===== src/rtl/pong_pkg.sv =====
// Shared types and encodings for the pong score keeper.
package pong_pkg;

  typedef enum logic [1:0] {
    IDLE  = 2'd0,
    PAUSE = 2'd1,
    PLAY  = 2'd2,
    OVER  = 2'd3
  } state_t;

  localparam logic [1:0] WIN_NONE = 2'b00;
  localparam logic [1:0] WIN_P1   = 2'b01;
  localparam logic [1:0] WIN_P2   = 2'b10;

  localparam logic SERVE_P1 = 1'b0;
  localparam logic SERVE_P2 = 1'b1;

endpackage


===== src/rtl/pong_edge_detect.sv =====
// Registered rising-edge detector; each output pulses one clock after its input goes 0->1.
module pong_edge_detect #(
  parameter int WIDTH = 2
) (
  input  logic             clk,
  input  logic             reset,
  input  logic [WIDTH-1:0] i_sig,
  output logic [WIDTH-1:0] o_rise
);

  logic [WIDTH-1:0] r_sig_q;
  logic [WIDTH-1:0] r_rise;

  always_ff @(posedge clk) begin
    if (reset) begin
      r_sig_q <= '0;
      r_rise  <= '0;
    end else begin
      r_sig_q <= i_sig;
      r_rise  <= i_sig & ~r_sig_q;
    end
  end

  assign o_rise = r_rise;

endmodule


===== src/rtl/pong_scoreboard.sv =====
// Two-player pong score keeper: goal edge scoring, win-by-margin with saturation
// tiebreak, serve pauses and game-over sequencing.
module pong_scoreboard
  import pong_pkg::*;
#(
  parameter int SCORE_W      = 4,
  parameter int WIN_SCORE    = 11,
  parameter int WIN_BY       = 2,
  parameter int PAUSE_CYCLES = 50000000,
  parameter int PAUSE_W      = 26
) (
  input  logic               clk,
  input  logic               reset,
  input  logic               start,
  input  logic               goal_left,
  input  logic               goal_right,
  output logic [SCORE_W-1:0] p_one_score,
  output logic [SCORE_W-1:0] p_two_score,
  output logic               ball_enable,
  output logic               serve_dir,
  output logic               point_pulse,
  output logic               game_over,
  output logic [1:0]         winner
);

  localparam logic [SCORE_W-1:0] SCORE_MAX   = '1;
  localparam logic [SCORE_W:0]   WIN_SCORE_X = (SCORE_W+1)'(WIN_SCORE);
  localparam logic [SCORE_W:0]   WIN_BY_X    = (SCORE_W+1)'(WIN_BY);
  localparam logic [PAUSE_W-1:0] PAUSE_LAST  = PAUSE_W'(PAUSE_CYCLES - 1);

  function automatic logic [SCORE_W-1:0] sat_inc(input logic [SCORE_W-1:0] s);
    return (s == SCORE_MAX) ? s : s + SCORE_W'(1);
  endfunction

  // Margin only taken when the scorer leads, so the subtraction never wraps.
  function automatic logic is_win(input logic [SCORE_W-1:0] nw,
                                  input logic [SCORE_W-1:0] other);
    logic [SCORE_W:0] n_x;
    logic [SCORE_W:0] o_x;
    logic [SCORE_W:0] margin;
    n_x    = {1'b0, nw};
    o_x    = {1'b0, other};
    margin = (n_x > o_x) ? (n_x - o_x) : '0;
    return ((n_x >= WIN_SCORE_X) && (margin >= WIN_BY_X)) || (nw == SCORE_MAX);
  endfunction

  state_t               r_state;
  state_t               w_state_nxt;
  logic [PAUSE_W-1:0]   r_pause_cnt;
  logic [SCORE_W-1:0]   r_p1;
  logic [SCORE_W-1:0]   r_p2;
  logic                 r_serve;
  logic                 r_point;
  logic [1:0]           r_winner;
  logic [1:0]           w_rise;
  logic                 w_p1_pt;
  logic                 w_p2_pt;
  logic [SCORE_W-1:0]   w_p1_new;
  logic [SCORE_W-1:0]   w_p2_new;
  logic                 w_p1_win;
  logic                 w_p2_win;
  logic                 w_start_game;
  logic                 w_ball_enable;
  logic                 w_game_over;

  pong_edge_detect #(.WIDTH(2)) u_goal_edge (
    .clk    (clk),
    .reset  (reset),
    .i_sig  ({goal_right, goal_left}),
    .o_rise (w_rise)
  );

  // A simultaneous rise on both sides is ambiguous and scores nothing.
  assign w_p1_pt      = (r_state == PLAY) && (w_rise == 2'b10);
  assign w_p2_pt      = (r_state == PLAY) && (w_rise == 2'b01);
  assign w_p1_new     = sat_inc(r_p1);
  assign w_p2_new     = sat_inc(r_p2);
  assign w_p1_win     = w_p1_pt && is_win(w_p1_new, r_p2);
  assign w_p2_win     = w_p2_pt && is_win(w_p2_new, r_p1);
  assign w_start_game = start && ((r_state == IDLE) || (r_state == OVER));

  always_ff @(posedge clk) begin
    if (reset) r_state <= IDLE;
    else       r_state <= w_state_nxt;
  end

  always_comb begin
    w_state_nxt = r_state;
    case (r_state)
      IDLE:  if (start) w_state_nxt = PAUSE;
      PAUSE: if (r_pause_cnt == PAUSE_LAST) w_state_nxt = PLAY;
      PLAY: begin
        if (w_p1_win || w_p2_win)     w_state_nxt = OVER;
        else if (w_p1_pt || w_p2_pt)  w_state_nxt = PAUSE;
      end
      OVER:  if (start) w_state_nxt = PAUSE;
      default: w_state_nxt = IDLE;
    endcase
  end

  always_comb begin
    w_ball_enable = (r_state == PLAY);
    w_game_over   = (r_state == OVER);
  end

  // Held at zero outside PAUSE so every entry starts a fresh count.
  always_ff @(posedge clk) begin
    if (reset)                          r_pause_cnt <= '0;
    else if (r_state != PAUSE)          r_pause_cnt <= '0;
    else if (r_pause_cnt != PAUSE_LAST) r_pause_cnt <= r_pause_cnt + PAUSE_W'(1);
  end

  always_ff @(posedge clk) begin
    if (reset) begin
      r_p1     <= '0;
      r_p2     <= '0;
      r_serve  <= SERVE_P1;
      r_point  <= 1'b0;
      r_winner <= WIN_NONE;
    end else begin
      r_point <= w_p1_pt | w_p2_pt;
      if (w_start_game) begin
        r_p1     <= '0;
        r_p2     <= '0;
        r_winner <= WIN_NONE;
        if (r_state == IDLE) r_serve <= SERVE_P1;
      end
      if (w_p1_pt) begin
        r_p1    <= w_p1_new;
        r_serve <= SERVE_P2;
        if (w_p1_win) r_winner <= WIN_P1;
      end
      if (w_p2_pt) begin
        r_p2    <= w_p2_new;
        r_serve <= SERVE_P1;
        if (w_p2_win) r_winner <= WIN_P2;
      end
    end
  end

  assign p_one_score = r_p1;
  assign p_two_score = r_p2;
  assign ball_enable = w_ball_enable;
  assign serve_dir   = r_serve;
  assign point_pulse = r_point;
  assign game_over   = w_game_over;
  assign winner      = r_winner;

endmodule


===== config.mk =====
export PLATFORM = sky130hd
export DESIGN_NAME = pong_scoreboard
export DESIGN_NICKNAME = d
export VERILOG_FILES = /design/src/rtl/pong_pkg.sv /design/src/rtl/pong_edge_detect.sv /design/src/rtl/pong_scoreboard.sv
export SDC_FILE = /design/constraint.sdc
export NUM_CORES = 1
export LEC_CHECK = 0
export CELL_PAD_IN_SITES_DETAIL_PLACEMENT = 0
export CELL_PAD_IN_SITES_GLOBAL_PLACEMENT = 2
export CORE_AREA = 3 3 86 88
export DETAILED_ROUTE_END_ITERATION = 12
export DIE_AREA = 0 0 89 91
export GPL_ROUTABILITY_DRIVEN = 0
export GPL_TIMING_DRIVEN = 0
export PLACE_DENSITY_LB_ADDON = 0.05
export SLEW_MARGIN = 20
export SYNTH_ARGS = -nofsm -noshare
export SYNTH_HDL_FRONTEND = slang
export SYNTH_SLANG_ARGS = --single-unit

===== constraint.sdc =====
create_clock -name clk -period 6.3 [get_ports clk]
set_clock_uncertainty 0.1 [all_clocks]
set_input_delay 0.945 -clock clk [delete_from_list [all_inputs] [get_ports clk]]
set_output_delay 0.945 -clock clk [all_outputs]
set_load 0.01 [all_outputs]

# ---- Word level (Yosys, flattened, before mapping)
# Cells that the tools add are included.
dict set report word_totals {
  ff_bits 44
  inputBits 5
  output_inout_bits 14
  elab_cells 79
}
dict set report classes {
  n_addsub 5
  n_lt_le_gt_ge 6
  eq_ne 15
  muxes 20
  n_bitwise 3
  reduce_logical 21
}
# cell count
set ops {}
lappend ops {{$add 26x1->26 const B} 1}
lappend ops {{$eq 26x26->1 const B} 1}
lappend ops {{$ne 26x26->1 const B} 1}
lappend ops {{$mux 4} 5}
lappend ops {{$mux 2} 9}
lappend ops {{$eq 4x4->1 const B} 4}
lappend ops {{$ge 5x2->1 const B} 2}
lappend ops {{$mux 5} 2}
lappend ops {{$sub 4x4->5} 2}
lappend ops {{$add 4x1->4 const B} 2}
lappend ops {{$ge 4x4->1 const B} 2}
lappend ops {{$gt 4x4->1} 2}
lappend ops {{$logic_and 1x1->1} 7}
lappend ops {{$eq 2x2->1 const B} 3}
lappend ops {{$pmux 2 s3} 1}
lappend ops {{$reduce_bool 2->1} 3}
lappend ops {{$reduce_or 2->1} 3}
lappend ops {{$logic_or 1x1->1} 5}
lappend ops {{$eq 2x1->1 const B} 2}
lappend ops {{$ne 2x1->1 const B} 2}
lappend ops {{$mux 1} 3}
lappend ops {{$ne 3x1->1 const B} 1}
lappend ops {{$reduce_and 3->1} 1}
lappend ops {{$and 2x2->2} 1}
lappend ops {{5 further kinds} 5}

# ---- Longest topological paths before layout
# Gate-level depths: netlist of run 1.
dict set report depth {
  depth_word 12
  depth_mapped 12
  mapped_depth_nobuf 12
}

# ---- Hierarchy
# A second synthesis of run 1 with hierarchy kept.
dict set report unflattened {
  cells_unflattened 308
  area_unflattened_um2 2567.5
}
# module instances cells_each area_per_inst_um2 seq_area_each_um2
set modules_own_cells {}
lappend modules_own_cells {pong_scoreboard 1 300 2449.8 800.8}
lappend modules_own_cells {pong_edge_detect 1 8 117.6 80.1}

# ---- Worst setup path after synthesis of run 1
# No wires, ideal clock.
dict set report synth_timing {
  path_type {register -> register}
  from {register r_p1[0] (netlist: p_one_score[0])}
  to {register r_winner[1] (netlist: winner[1])}
  setup_time_ns 0.071
  arrival_time_ns 2.936
  required_ns 6.129
  setup_slack_ns 3.193
  path_stages_with_launch 13
  path_buffers 0
  synth_period_minus_slack_ns 3.107
  path_cell_list {dfxtp_1 ha_1 nand3_1 nand2_1 o21a_1 inv_1 ha_1 and3b_1 or3_1 a221oi_2 a2111oi_2 or3_1 a21oi_1}
}
dict set report synth_between {
  elab_chain_cells 12
  word_cells_on_any_way 23
  classes_between {add/sub (3); order compare (5); eq/ne (2); mux (7); reduce/logical (6)}
}
# item line
set synth_lines {}
lappend synth_lines {{from (decl)} pong_scoreboard.sv:50} ;# logic [SCORE_W-1:0] r_p1;
lappend synth_lines {{from (signal assigned)} pong_scoreboard.sv:129} ;# r_p1 <= w_p1_new;
lappend synth_lines {{$add 4x1->4 or $eq 4x4->1 (tied branches)} pong_scoreboard.sv:32} ;# return (s == SCORE_MAX) ? s : s + SCORE_W'(1);
lappend synth_lines {{$mux 4} pong_scoreboard.sv:32}
lappend synth_lines {{$sub 4x4->5 or $gt 4x4->1 (tied branches)} pong_scoreboard.sv:43} ;# margin = (n_x > o_x) ? (n_x - o_x) : '0;
lappend synth_lines {{$mux 5} pong_scoreboard.sv:43}
lappend synth_lines {{$ge 5x2->1} pong_scoreboard.sv:44} ;# return ((n_x >= WIN_SCORE_X) && (margin >= WIN_BY_X)) || (nw == SCORE_MAX);
lappend synth_lines {{$logic_and 1x1->1} pong_scoreboard.sv:44}
lappend synth_lines {{$logic_or 1x1->1} pong_scoreboard.sv:44}
lappend synth_lines {{$logic_and 1x1->1} pong_scoreboard.sv:78} ;# assign w_p1_win = w_p1_pt && is_win(w_p1_new, r_p2);
lappend synth_lines {{$mux 2} pong_scoreboard.sv:131} ;# if (w_p1_win) r_winner <= WIN_P1;
lappend synth_lines {{$mux 2} pong_scoreboard.sv:128} ;# if (w_p1_pt) begin
lappend synth_lines {{$mux 2} pong_scoreboard.sv:136} ;# if (w_p2_win) r_winner <= WIN_P2;
lappend synth_lines {{$mux 2 (*)} pong_scoreboard.sv:133} ;# if (w_p2_pt) begin
lappend synth_lines {{to (signal assigned)} pong_scoreboard.sv:125} ;# r_winner <= WIN_NONE;
lappend synth_lines {{to (signal assigned)} pong_scoreboard.sv:131}
lappend synth_lines {{to (signal assigned)} pong_scoreboard.sv:136}
lappend synth_lines {{to (decl)} pong_scoreboard.sv:54} ;# logic [1:0] r_winner;
# Every way passes the cells marked *; elsewhere a longest branch is shown, timed or not.
# A chain may end at the register's enable or synchronous reset.

# ---- Final worst setup path of run 1
# Ends and elaborated chain as after synthesis.

==> impl_metrics.json, run 1 <==
{
  "dp.final_hpwl_mm": 4.26,
  "max_cap_viol_count": 0,
  "fillers": 720,
  "syn2layout_area_growth_pct": 14.0,
  "post-route-min-period_ns": 3.51,
  "floorplan.die.width_um": 89,
  "detailedRoute.firstPassIterationCount": 4,
  "drt-wirelength-per-cell_um": 14.1,
  "synth_compound_area_frac": 0.128,
  "run_status": "complete, no violations",
  "grt_overflow": 0,
  "syn_area_um2": 2510,
  "post_cts_repair_resize_count": 0,
  "wirelength_mm": 5.71,
  "synth_simple_gate_area_share": 0.285,
  "hold_buffers": 0,
  "cts.sink_count": 44,
  "cts_tree": "built",
  "power_leakage_nw": 1.03,
  "first_pass_grt_wire_length_mm": 9.72,
  "yosys-mux-area-fraction": 0.0120,
  "worst_r2r_path_cells": 12,
  "root_buffer_cell": "sky130_fd_sc_hd__clkbuf_8",
  "ws_path_type": "flop to flop",
  "netlist_instances": 301,
  "worst_ep_required_time_ns": 6.43,
  "first_global_vias": 2000,
  "dominant_combinational_cell_family_by_area_after_synthesis": "simple AND/OR/NAND/NOR gates",
  "design.die.area_um2": 8100,
  "synth_enable_flop_cells": 0,
  "post_synth_fa_ha_maj_area_fraction": 0.0909,
  "synth_fp_nets": 323,
  "final_min_period_over_clock_period": 0.557,
  "synth_most_common_cell": "sky130_fd_sc_hd__dfxtp_1",
  "worst_r2r_startpoint": "p_one_score[0]$_SDFFE_PP0P_",
  "worst_setup_slack_after_placement_ns": 2.80,
  "core_outline_area_um2": 6720,
  "utilization": 0.425,
  "numPortBuffers": 17,
  "clock_tree.buffer_depth": 2,
  "pin_count_of_the_biggest_net_entering_global_routing": 14,
  "grt_util_all_layers": 0.152,
  "initial_core_util": 0.373,
  "totalNegativeSetupSlack_ns": 0,
  "worst_hold_slack_ns": 0.284,
  "antenna_nets_post_route": 0,
  "synth-seq-cells": 44,
  "clk_transition_reported_paths_ns": 0.09,
  "reg2reg_to": "winner[1]$_SDFF_PP0_",
  "yosys_warnings": 0,
  "post_synth_xor_area_fraction": 0.0979,
  "vdd_ir_drop_max_v": 0.000111,
  "hold_path.class": "flop to flop",
  "cts.repair_timing.setup_buffer_count": 0,
  "final_nets": 347,
  "asyncSetResetFlopFracSynth": 0,
  "floorplan.io_pins": 19,
  "postSynth.topFlopCell": "sky130_fd_sc_hd__dfxtp_1",
  "die_h_um": 91,
  "endpoint_of_the_worst_hold_path": "u_goal_edge.o_rise[0]$_SDFF_PP0_",
  "tritoncts_buffers": 5,
  "capturing_element_type_of_the_critical_path": "flop",
  "synth.avg_cell_area_um2": 8.33,
  "viasPerCell": 5.30,
  "slew_headroom": 0.595,
  "dr.first_iter.drc_count": 91,
  "achievable-frequency_mhz": 285,
  "pins_over_their_slew_limit": 0,
  "top_cells_by_count_synth": "sky130_fd_sc_hd__dfxtp_1 (44), sky130_fd_sc_hd__nor2_1 (41), sky130_fd_sc_hd__nand3_1 (20)",
  "worst_hold_startpoint": "u_goal_edge.r_sig_q[0]$_SDFF_PP0_",
  "rsz0062_at_grt": "false",
  "placementRows": 30,
  "n_antenna_cell": 0,
  "worst_slew_pin_slew_ns": 0.607,
  "crit_fanout": 9,
  "detail_route.drc_violations": 0,
  "drive_gt1_frac": 0.0462,
  "synth_sequential_area_ratio": 0.351,
  "cp-start-kind": "flop",
  "hold_violation_total_from_the_final_report": 0,
  "hold_depth": 1,
  "antenna_found_initial": 0,
  "setup-violations-final": 0,
  "power.density_cell_area_nw_per_um2": 211,
  "cts.htree.levels": 2,
  "synth_cell_type_count": 49,
  "r2r_setup_slack_ns": 2.79,
  "synth_top_cell_area_share": 0.351,
  "via_count": 2148,
  "synthTopCellsByArea": "sky130_fd_sc_hd__dfxtp_1 (35%), sky130_fd_sc_hd__ha_1 (7.5%), sky130_fd_sc_hd__xor2_1 (6.3%), sky130_fd_sc_hd__nor2_1 (6.1%), sky130_fd_sc_hd__nand3_1 (4.0%)",
  "clock_insertion_delay_worst_skew_ns": 0.30,
  "synthDominantAreaCellType": "sky130_fd_sc_hd__dfxtp_1",
  "arrival_ns": 3.63,
  "timing.final.ws_setup_ns": 2.79
}
==> layout by cell type (no fill, tap or decap), drive strengths merged, types with 3 or more instances in the layout <==
master          n
a211oi          4
a21oi          16
a31oi           4
and4            4
clkbuf         12
clkdlybuf4s50  17
dfxtp          44
ha             15
inv            16
mux2i           3
nand2          19
nand2b          8
nand3          20
nand3b          3
nand4          12
nor2           41
nor2b           8
nor3            8
o21ai           8
or3             3
xnor2          10
xor2           18
==> cell families after synthesis <==
group / count (synthesis)
xor gates and xnor gates: 28
muxes: 3
AOI/OAI and AO/OA: 47
and+or+nand+nor: 139
DFF: 44
buffers and inverters: 23
adders and majority gates: 17
==> routing by layer <==
metal / up-vias / track usage / share of wire
li1: 1104 / - / -
met1: 1007 / 0.246 / 0.55
met2: 32 / 0.201 / 0.40
met3: 5 / 0.0318 / 0.038
met4: 0 / 0.0385 / 0.011
met5: - / 0 / 0
==> cell type report <==
type,count,area [µm²],area share
buffer,7,26.3,0.00919
clock buffer,5,68.8,0.0241
clock inverter,2,12.5,0.00438
inverter,16,60.1,0.0210
multi-input combinational,234,1540,0.539
sequential,44,881,0.308
tap,80,100,0.0350
timing repair buffer,17,170,0.0595
==> per-stage QoR <==
| step | area (µm²) | total power [mW] | cells |
|---|---|---|---|
| floorplan | 2510 | 0.394 | 301 |
| global placement | 2780 | 0.435 | 398 |
| detailed placement | 2780 | 0.434 | 398 |
| CTS | 2860 | 0.613 | 405 |
| global route | 2860 | 0.640 | 405 |
| finish | 2860 | 0.603 | 405 |
==> report_power, final <==
group          switching (mW)  internal, mW  leakage [nW]
clock                   0.101        0.0753        0.0400
sequential             0.0103         0.288         0.356
combinational          0.0760        0.0524         0.635
total                   0.187         0.416          1.03
==> state kept, by name (all words and copies together) (netlist names) <==
register and count:
p_one_score 4, p_two_score 4, point_pulse 1, r_pause_cnt 26, r_state 2, serve_dir 1, u_goal_edge.o_rise 2, u_goal_edge.r_sig_q 2
winner 2
==> how the worst max path moves through the flow <==
| stage | cells after the start | start | end | slack, ns |
|---|---|---|---|---|
| finish | 12 | p_one_score[0]$_SDFFE_PP0P_ | winner[1]$_SDFF_PP0_ | 2.79 |
| CTS | 12 | p_one_score[0]$_SDFFE_PP0P_ | winner[1]$_SDFF_PP0_ | 2.76 |
| global route | 12 | p_one_score[0]$_SDFFE_PP0P_ | winner[0]$_SDFF_PP0_ | 2.47 |
| floorplan | 12 | p_one_score[0]$_SDFFE_PP0P_ | winner[1]$_SDFF_PP0_ | 3.19 |
| detailed placement | 12 | p_one_score[0]$_SDFFE_PP0P_ | winner[1]$_SDFF_PP0_ | 2.80 |
| global placement | 12 | p_one_score[0]$_SDFFE_PP0P_ | winner[1]$_SDFF_PP0_ | 2.82 |
==> critical path: stages, from the launching register on <==
cell,delay (ns)
sky130_fd_sc_hd__dfxtp_1,0.53
sky130_fd_sc_hd__ha_1,0.30
sky130_fd_sc_hd__nand3_1,0.25
sky130_fd_sc_hd__nand2_1,0.18
sky130_fd_sc_hd__o21a_1,0.20
sky130_fd_sc_hd__inv_1,0.06
sky130_fd_sc_hd__ha_1,0.29
sky130_fd_sc_hd__and3b_1,0.21
sky130_fd_sc_hd__or3_1,0.36
sky130_fd_sc_hd__a221oi_2,0.28
sky130_fd_sc_hd__a2111oi_2,0.13
sky130_fd_sc_hd__or3_1,0.39
sky130_fd_sc_hd__a21oi_1,0.15
Note: power is estimated with default switching activity, not from simulation.
==> run 2: changes to the inputs <==
--- a/config.mk
+++ b/config.mk
@@ -7,9 +7,9 @@
 export LEC_CHECK = 0
 export CELL_PAD_IN_SITES_DETAIL_PLACEMENT = 0
 export CELL_PAD_IN_SITES_GLOBAL_PLACEMENT = 2
-export CORE_AREA = 3 3 86 88
+export CORE_AREA = 3 3 89 91
 export DETAILED_ROUTE_END_ITERATION = 12
-export DIE_AREA = 0 0 89 91
+export DIE_AREA = 0 0 92 94
 export GPL_ROUTABILITY_DRIVEN = 0
 export GPL_TIMING_DRIVEN = 0
 export PLACE_DENSITY_LB_ADDON = 0.05
==> constraint.sdc (replaced) <==
create_clock -name clk -period 3.4 [get_ports clk]
set_clock_uncertainty 0.1 [all_clocks]
set_input_delay 0.51 -clock clk [delete_from_list [all_inputs] [get_ports clk]]
set_output_delay 0.51 -clock clk [all_outputs]
set_load 0.01 [all_outputs]
==> run 2 against run 1 <==
  * First-iteration DRC count shrank 66%
  * Via count shrank 2.7%
  * Cell count grew 4.7%
  * Register-to-register slack lost 2.5 ns
  * Flip-flop and latch count is the same
  * Critical path depth is the same
  * Wire length shrank 0.51%
  * Sequential power grew 85%
  * Non-clock buffer count is the same
  * Die area grew 6.8%
  * Combinational power grew 85%
  * Setup slack lost 2.5 ns
  * Largest cell class unchanged
==> impl_metrics.json, run 2 (synthesized netlist as in run 1, its figures left out) <==
{
  "cp_num_buf_inv": 1,
  "numPortBuffers": 17,
  "power.density_cell_area_nw_per_um2": 384,
  "power_leakage_nw": 1.03,
  "via_count": 2091,
  "antenna_nets_post_route": 0,
  "pins_over_their_slew_limit": 0,
  "floorplan.io_pins": 19,
  "final_min_period_over_clock_period": 0.921,
  "critical_path.cell_chain": "ha_2 > nand3_2 > nand2_1 > o21a_1 > inv_1 > ha_1 > and3b_1 > or3_1 > a221oi_2 > a2111oi_2 > or3_1 > a21oi_1",
  "worst_ep_required_time_ns": 3.53,
  "cts.htree.levels": 2,
  "vdd_ir_drop_max_v": 0.000146,
  "arrival_ns": 3.26,
  "hold_path.class": "flop to flop",
  "largest-register": "r_pause_cnt",
  "dr.first_iter.drc_count": 31,
  "largest_register_ffs": 26,
  "clock_tree.buffer_depth": 2,
  "crit_top_cell": "sky130_fd_sc_hd__or3_1",
  "placed_cells": 417,
  "floorplan.die.width_um": 92,
  "design.die.area_um2": 8650,
  "final_nets": 347,
  "rsz0062_at_grt": "false",
  "n_antenna_cell": 0,
  "tritoncts_buffers": 5,
  "first_pass_grt_wire_length_mm": 9.97,
  "run_status": "complete, no violations",
  "wirelength_mm": 5.68,
  "mostFrequentLayoutCell": "sky130_fd_sc_hd__dfxtp_1",
  "grt_util_all_layers": 0.144,
  "utilization": 0.401,
  "drt-wirelength-per-cell_um": 13.4,
  "hold_buffers": 0,
  "final_cells": 424,
  "hold_violation_total_from_the_final_report": 0,
  "cts.sink_count": 44,
  "clk_transition_reported_paths_ns": 0.08,
  "syn2layout_area_growth_pct": 15.6,
  "die_h_um": 94,
  "cp-start-kind": "flop",
  "achievable-frequency_mhz": 319,
  "first_global_vias": 2072,
  "initial_core_util": 0.347,
  "cts.repair_timing.setup_buffer_count": 0,
  "cts_tree": "built",
  "worst_hold_slack_ns": 0.283,
  "ws_path_type": "flop to flop",
  "viasPerCell": 4.93,
  "pin_count_of_the_biggest_net_entering_global_routing": 14,
  "root_buffer_cell": "sky130_fd_sc_hd__clkbuf_8",
  "dp.final_hpwl_mm": 4.28,
  "slew_headroom": 0.588,
  "capturing_element_type_of_the_critical_path": "flop",
  "critical-path-top-delay-family": "simple AND/OR/NAND/NOR gates",
  "detail_route.drc_violations": 0,
  "placementRows": 31,
  "drive_gt1_frac": 0.0585,
  "detailedRoute.firstPassIterationCount": 4,
  "setup-violations-final": 0,
  "worst_slew_pin_slew_ns": 0.618,
  "grt_overflow": 0,
  "core_outline_area_um2": 7210,
  "clock_insertion_delay_worst_skew_ns": 0.30,
  "crit_path_max_incr_delay_ns": 0.41,
  "post-route-min-period_ns": 3.13,
  "max_cap_viol_count": 0,
  "crit_fanout": 9,
  "most-common-layout-cells": "sky130_fd_sc_hd__dfxtp_1 (42), sky130_fd_sc_hd__nor2_1 (41), sky130_fd_sc_hd__nand3_1 (19), sky130_fd_sc_hd__nand2_1 (19), sky130_fd_sc_hd__xor2_1 (18)",
  "antenna_found_initial": 0,
  "cpMaxStageDelayCell": "sky130_fd_sc_hd__dfxtp_4",
  "fillers": 772
}
## run 2: cell counts in the layout (fill, tap and decap cells not counted)
Identical to the previous run, type by type.
## run 2: routing by layer
metal / track usage / vias up / wire, µm
li1: - / 1102 / -
met1: 0.174 / 966 / 2680
met2: 0.259 / 17 / 2830
met3: 0.0264 / 6 / 113
met4: 0.0408 / 0 / 59
met5: 0 / - / 0
## run 2: layout make-up
type	instances	area, µm²	share of cell area
Inverter	16	60.1	0.0207
Multi-Input combinational cell	234	1550	0.534
Timing Repair Buffer	17	170	0.0587
Tap cell	99	124	0.0428
Sequential cell	44	888	0.307
Buffer	7	26.3	0.00907
Clock inverter	2	12.5	0.00432
Clock buffer	5	68.8	0.0238
## run 2: power breakdown
part	internal (mW)	switching (mW)	leakage [nW]
logic	0.0965	0.140	0.632
clock network	0.139	0.184	0.0400
registers	0.532	0.0190	0.358
total	0.768	0.343	1.03
## run 2: path summary, 6_finish.rpt
| check | endpoint | slack, ns | cells after the start | startpoint |
|---|---|---|---|---|
| worst max-delay path | winner[1]$_SDFF_PP0_ | 0.27 | 12 | p_one_score[0]$_SDFFE_PP0P_ |
| worst min-delay path | u_goal_edge.o_rise[1]$_SDFF_PP0_ | 0.28 | 1 | u_goal_edge.r_sig_q[1]$_SDFF_PP0_ |
| worst max register to register | winner[1]$_SDFF_PP0_ | 0.27 | 12 | p_one_score[0]$_SDFFE_PP0P_ |
| worst min register to register | u_goal_edge.o_rise[1]$_SDFF_PP0_ | 0.28 | 1 | u_goal_edge.r_sig_q[1]$_SDFF_PP0_ |
## run 2: what timing repair did
action / CTS / global route
resized for setup: 2 / 4
endpoints found under the hold margin: 0 / 0
endpoints found under the setup margin: 2 / 3
## run 2: metrics by stage
| step | power (mW) | setup WS [ns] | area [µm²] | TNS (ns) |
|---|---|---|---|---|
| after CTS | 1.14 | 0.0824 | 2880 | 0 |
| after global routing | 1.18 | 0.0170 | 2900 | 0 |
| after global placement | 0.809 | -0.0409 | 2800 | -0.0409 |
| final | 1.11 | 0.268 | 2900 | 0 |
| after floorplan | 0.729 | 0.293 | 2510 | 0 |
| after detailed placement | 0.806 | -0.0317 | 2800 | -0.0317 |
